==> config.mk <==
export PLATFORM = sky130hd
export DESIGN_NAME = pipe_field_gen
export DESIGN_NICKNAME = d
export VERILOG_FILES = /design/src/rtl/pipe_field_gen.sv
export SDC_FILE = /design/constraint.sdc
export NUM_CORES = 1
export LEC_CHECK = 0
export ABC_AREA = 1
export CORE_MARGIN = 3
export CORE_UTILIZATION = 50
export DETAILED_ROUTE_END_ITERATION = 10
export MAX_ROUTING_LAYER = met4
export PLACE_DENSITY = 0.83
export SLEW_MARGIN = 20
export SYNTH_ARGS = -nofsm -noshare
export SYNTH_HDL_FRONTEND = slang
export SYNTH_SLANG_ARGS = --single-unit
export TNS_END_PERCENT = 20
==> constraint.sdc <==
create_clock -name clk -period 2.9 [get_ports clk]
set_clock_uncertainty 0.2 [all_clocks]
set_input_delay 0.87 -clock clk [delete_from_list [all_inputs] [get_ports clk]]
set_output_delay 0.87 -clock clk [all_outputs]
set_load 0.01 [all_outputs]
==> src/rtl/pipe_field_gen.sv <==
`default_nettype none
// ============================================================================
// Module   : pipe_field_gen
// Purpose  : Scrolling pipe-obstacle field for the bird game; optional spawn
//            interval jitter enabled by defining PIPE_SPAWN_JITTER_EN.
// Revision : 1.0  initial release
// ============================================================================
module pipe_field_gen #(
  parameter int COLS           = 16,
  parameter int ROWS           = 16,
  parameter int GAP            = 4,
  parameter int SPAWN_INTERVAL = 6,
  parameter int BIRD_COL       = 3
) (
  input  logic                     clk,
  input  logic                     reset,
  input  logic                     start,
  input  logic                     halt,
  input  logic                     tick,
  input  logic [5:0]               rnd,
  output logic [COLS*ROWS-1:0]     pipe_map,
  output logic                     pipe_at_bird,
  output logic [$clog2(ROWS)-1:0]  gap_top_at_bird,
  output logic [7:0]               score,
  output logic                     spawn,
  output logic                     running
);

  localparam int RW      = $clog2(ROWS);
  localparam int MAX_TOP = ROWS - GAP;
  // Wide enough for the largest jittered limit, SPAWN_INTERVAL+2.
  localparam int CW      = $clog2(SPAWN_INTERVAL + 3);

  localparam logic [RW:0]   MAX_TOP_V = (RW+1)'(MAX_TOP);
  localparam logic [RW-1:0] WRAP_V    = RW'(MAX_TOP + 1);
  localparam logic [RW:0]   GAP_V     = (RW+1)'(GAP);
  localparam logic [CW-1:0] BASE_LIM  = CW'(SPAWN_INTERVAL - 1);

  typedef enum logic [1:0] {
    IDLE = 2'd0,
    RUN  = 2'd1,
    HALT = 2'd2
  } state_t;

  state_t                   state_q, state_d;
  logic [COLS-1:0]          valid_q, valid_d;
  logic [COLS-1:0][RW-1:0]  top_q, top_d;
  logic [CW-1:0]            cnt_q, cnt_d;
  logic [7:0]               score_q, score_d;
  logic                     spawn_q, spawn_d;
  logic [RW-1:0]            r_low, new_top, ins_top;
  logic [CW-1:0]            spawn_lim;
  logic                     spawn_hit;
  logic                     unused_rnd;

  assign unused_rnd = ^rnd;
  assign r_low      = rnd[RW-1:0];

  // Fold values above MAX_TOP back into range so every gap fits on screen.
  always_comb begin
    if ({1'b0, r_low} <= MAX_TOP_V) new_top = r_low;
    else                            new_top = r_low - WRAP_V;
  end

`ifdef PIPE_SPAWN_JITTER_EN
  logic [1:0] jitter_q, jitter_d;
  assign spawn_lim = BASE_LIM + CW'(jitter_q);
`else
  assign spawn_lim = BASE_LIM;
`endif

  assign spawn_hit = (cnt_q == spawn_lim);
  assign ins_top   = spawn_hit ? new_top : '0;

  always_comb begin
    state_d = state_q;
    valid_d = valid_q;
    top_d   = top_q;
    cnt_d   = cnt_q;
    score_d = score_q;
    spawn_d = 1'b0;
`ifdef PIPE_SPAWN_JITTER_EN
    jitter_d = jitter_q;
`endif
    case (state_q)
      IDLE, HALT: begin
        if (start) begin
          state_d = RUN;
          valid_d = '0;
          top_d   = '0;
          cnt_d   = '0;
          score_d = '0;
`ifdef PIPE_SPAWN_JITTER_EN
          jitter_d = 2'd0;
`endif
        end
      end
      RUN: begin
        if (halt) begin
          state_d = HALT;
        end else if (tick) begin
          valid_d = {spawn_hit, valid_q[COLS-1:1]};
          top_d   = {ins_top, top_q[COLS-1:1]};
          if (valid_q[BIRD_COL] && (score_q != 8'hFF)) score_d = score_q + 8'd1;
          if (spawn_hit) begin
            cnt_d   = '0;
            spawn_d = 1'b1;
`ifdef PIPE_SPAWN_JITTER_EN
            jitter_d = rnd[5:4];
`endif
          end else begin
            cnt_d = cnt_q + CW'(1);
          end
        end
      end
      default: state_d = IDLE;
    endcase
  end

  always_ff @(posedge clk) begin
    if (reset) begin
      state_q <= IDLE;
      valid_q <= '0;
      top_q   <= '0;
      cnt_q   <= '0;
      score_q <= '0;
      spawn_q <= 1'b0;
`ifdef PIPE_SPAWN_JITTER_EN
      jitter_q <= 2'd0;
`endif
    end else begin
      state_q <= state_d;
      valid_q <= valid_d;
      top_q   <= top_d;
      cnt_q   <= cnt_d;
      score_q <= score_d;
      spawn_q <= spawn_d;
`ifdef PIPE_SPAWN_JITTER_EN
      jitter_q <= jitter_d;
`endif
    end
  end

  assign running         = (state_q == RUN);
  assign score           = score_q;
  assign spawn           = spawn_q;
  assign pipe_at_bird    = valid_q[BIRD_COL];
  assign gap_top_at_bird = valid_q[BIRD_COL] ? top_q[BIRD_COL] : '0;

  // Compare at RW+1 bits so top+GAP never wraps.
  for (genvar c = 0; c < COLS; c++) begin : g_col
    for (genvar r = 0; r < ROWS; r++) begin : g_row
      localparam logic [RW:0] ROW_V = (RW+1)'(r);
      assign pipe_map[c*ROWS+r] = valid_q[c] &&
        ((ROW_V < {1'b0, top_q[c]}) || (ROW_V >= ({1'b0, top_q[c]} + GAP_V)));
    end
  end

endmodule
`default_nettype wire

==> impl_metrics.yaml <==
worst_setup_path:
  path_class: "register to output pin"
  crit_path_cell_trace: "inv_2 > ha_1 > buf_4 > nand3_1 > nand3_1 > o21ai_1 > inv_1 > dlygate4sd2_1"
  cp_slowest_cell: "dfxtp_1"
  r2r_slack_ns: 0.90
  max_stage_delay_ns: 0.36
  rr_endpoint: "valid_q[12]"
  end_kind: "output pin"
  required_ns: 1.83
  ff2ff_path_depth: 9
  crit_top_cell: "nand3_1"
  cp-start-kind: "register"
  cp_max_fo: 5
  cp.arrival_ns: 1.91
  r2r-start: "state_q[0]"
place:
  dp_cells: 2315
  gp_congestion: 0.984
  io_buffer_count: 279
  dp_slack_ns: -0.0567
  dpl.hpwl_mm: 28.8
worst_hold_path:
  hold_end: "top_q[34]"
  min_path_cells: 2
  hp-class: "register to register"
  min-delay-start: "top_q[34]"
final_layout:
  drive_above_1_share_pct: 24.2
  nets: 2201
  final_util_pct: 76.0
  antenna_cells: 0
  areaGrowthSynthToFinish_pct: 46.7
  fin_cells: 2337
grt:
  grt_pass1_wl_mm: 61.5
  grt_remaining_overflow: 0
  track_usage_pct: 33.8
  antenna_found_initial: 0
  grt_pass1_vias: 12738
  grt_max_degree: 44
detailed_routing:
  drt-initial-drc-count: 1333
  ant_nets: 0
  routedWlPerCell_um: 17.0
  num_vias: 13570
  wl_mm: 39.7
  drtPass1Iterations: 6
  via_per_inst: 5.81
  drc_errors: 0
floorplan:
  io_pins: 282
  die-area_mm2: 0.0223
  die_y_um: 149
  initial_core_util_pct: 51.8
  coreArea_mm2: 0.0198
  fp.dieW_um: 149
  rows: 51
clock_tree:
  htreeDepth: 3
  clk_path_buf_depth: 2
  tritoncts: "done"
  clk_latency_ns: 0.35
  cts.sinks: 95
  cts-root-buf: "clkbuf_16"
  numCtsBuffers: 9
  clkTransAtPathRegs_ns: 0.07
yosys:
  syn_nets: 1813
  synth_seq_area_share_pct: 18.6
  yosysUniqueCellTypes: 32
  syn_area_mm2: 0.0102
  syn_inst: 1680
  avgSynthCellArea_um2: 6.10
  yosys_warnings: 0
  ys_ff_latch: 95
power:
  power_density_mw_per_mm2: 183
  irDropWorstVdd_mv: 0.287
  fin_total_pwr_mw: 2.75
  leakagePower_nw: 7.61
timing:
  drv_slew: 0
  fin_crit_ns: 2.98
  tightestPinTransition_ns: 0.553
  timing.final.crit_share_pct: 103
  timing.fmax_mhz: 336
  finalWorstSetupSlack_ns: -0.0784
  slew_headroom_pct: 63.0
  hold_viol: 0
  rsz0062_at_grt: "true"
  setup_viol: 7
flow_run:
  maxCapViolations: 0
run_status:
  violations: "negative setup slack"
  outcome: "finished with violations"
-- timing repair --
| item | in CTS | in global routing |
|---|---|---|
| pin swaps | 9 | 22 |
| hold buffers | 0 | 0 |
| endpoints found under the setup margin | 234 | 188 |
| gates resized for setup | 464 | 329 |
| setup buffers | 3 | 4 |
-- cells in the final DEF (no fill, tap or decap), drive strengths merged --
cell type / Yosys / routed
a21oi: 136 / 136
nor2: 178 / 178
a22oi: 2 / 2
clkinv: 5 / 8
buf: 22 / 189
a41oi: 17 / 17
clkdlybuf4s15: 0 / 21
nor3: 8 / 8
o22ai: 16 / 16
clkinvlp: 0 / 1
ha: 122 / 122
a221oi: 1 / 1
nand3: 86 / 86
o21a: 1 / 1
dfxtp: 95 / 95
o32ai: 63 / 63
clkdlybuf4s50: 0 / 50
inv: 302 / 302
clkbuf: 39 / 68
a31oi: 57 / 57
dlymetal6s2s: 0 / 24
o21ai: 161 / 161
nand4: 2 / 2
a211oi: 1 / 1
a32o: 6 / 6
bufinv: 0 / 2
o21bai: 5 / 5
o31ai: 3 / 3
dlygate4sd2: 0 / 95
o211ai: 5 / 5
nand2: 347 / 347
-- final cells by class --
class                      count  area, um^2
clock buffer                   9         225
clock inverter                 6        86.3
fill                        1585        4750
inverter                     307        1180
multi-input combinational   1217        7670
sequential                    95        1950
tap                          265         332
timing repair buffer         438        3580
-- power by group --
group,internal [mW],switching (mW)
registers,1.30,0.00541
logic,0.0481,0.113
clock network,0.750,0.536
total,2.10,0.654
-- worst max-delay path: cells and delay by family, from the launching register on --
family          cells  cell delay, ns
simple gates        2            0.18
flops               1            0.36
compound gates      1            0.15
buf+inv             4            0.56
fa+ha+maj           1            0.32
-- cell usage after synthesis --
library cell  instances  area (um^2)
nor2_4                1         11.3
buf_6                14          158
a32o_1                6         60.1
inv_4                 1         6.26
a31oi_1              57          357
o21a_1                1         7.51
o21bai_1              5         37.5
o21ai_0             161          806
nand4_1               2         12.5
a41oi_1              17          149
nand2_4               3         33.8
a211oi_1              1         7.51
a21oi_1             136          681
o32ai_1              63          552
nand2_2               1         6.26
o22ai_1              16          100
nor3_1                8         40.0
o31ai_1               3         22.5
inv_2                 2         7.51
a221oi_1              1         8.76
dfxtp_1              95         1900
nor2_1              177          664
buf_2                 4         20.0
ha_1                122         1530
clkinv_1              5         18.8
a22oi_1               2         15.0
nand3_1              86          430
buf_1                 4         15.0
o211ai_1              5         37.5
nand2_1             343         1290
inv_1               299         1120
clkbuf_1             39          146
-- kinds of logic (layout without fill, tap and decap cells) --
logic type	after synthesis	after routing	share of synthesized area, %
AOI/OAI and AO/OA	474	474	27.7
adders and majority gates	122	122	14.9
buffers and inverters	368	760	14.6
DFF	95	95	18.6
and+or+nand+nor	621	621	24.3
-- worst max path at each step --
stage / start / to / slack, ns / depth (start not counted)
after CTS: top_q[19] / pipe_map[76] / -0.27 / 8
final: top_q[15] / pipe_map[60] / -0.08 / 8
after global routing: top_q[15] / pipe_map[60] / -0.13 / 8
after global placement: top_q[50] / pipe_map[202] / -0.05 / 9
after detailed placement: top_q[50] / pipe_map[202] / -0.06 / 9
after floorplan: top_q[2] / pipe_map[6] / 0.14 / 8
-- state kept, by name (all words and copies together) (netlist names) --
register,count
cnt_q,4
score,8
spawn,1
state_q,2
top_q,64
valid_q,16
-- through the flow --
stage	cell area, um^2	hold WS [ns]	setup TNS (ns)
final	15000	0.311	-0.209
after global routing	15000	0.341	-2.30
after CTS	14900	0.287	-2.72
after floorplan	10200	0.282	0
after detailed placement	14200	0.285	-0.191
after global placement	14200	0.278	-0.149
-- layer usage --
layer,routed length [um],part of all wire (%),GRT usage (%)
met5,0,0,-
met4,1360,3.4,12.3
met3,3480,8.8,4.86
met2,19300,49,56.8
met1,15500,39,41.2
(Power assumes the default switching activity.)
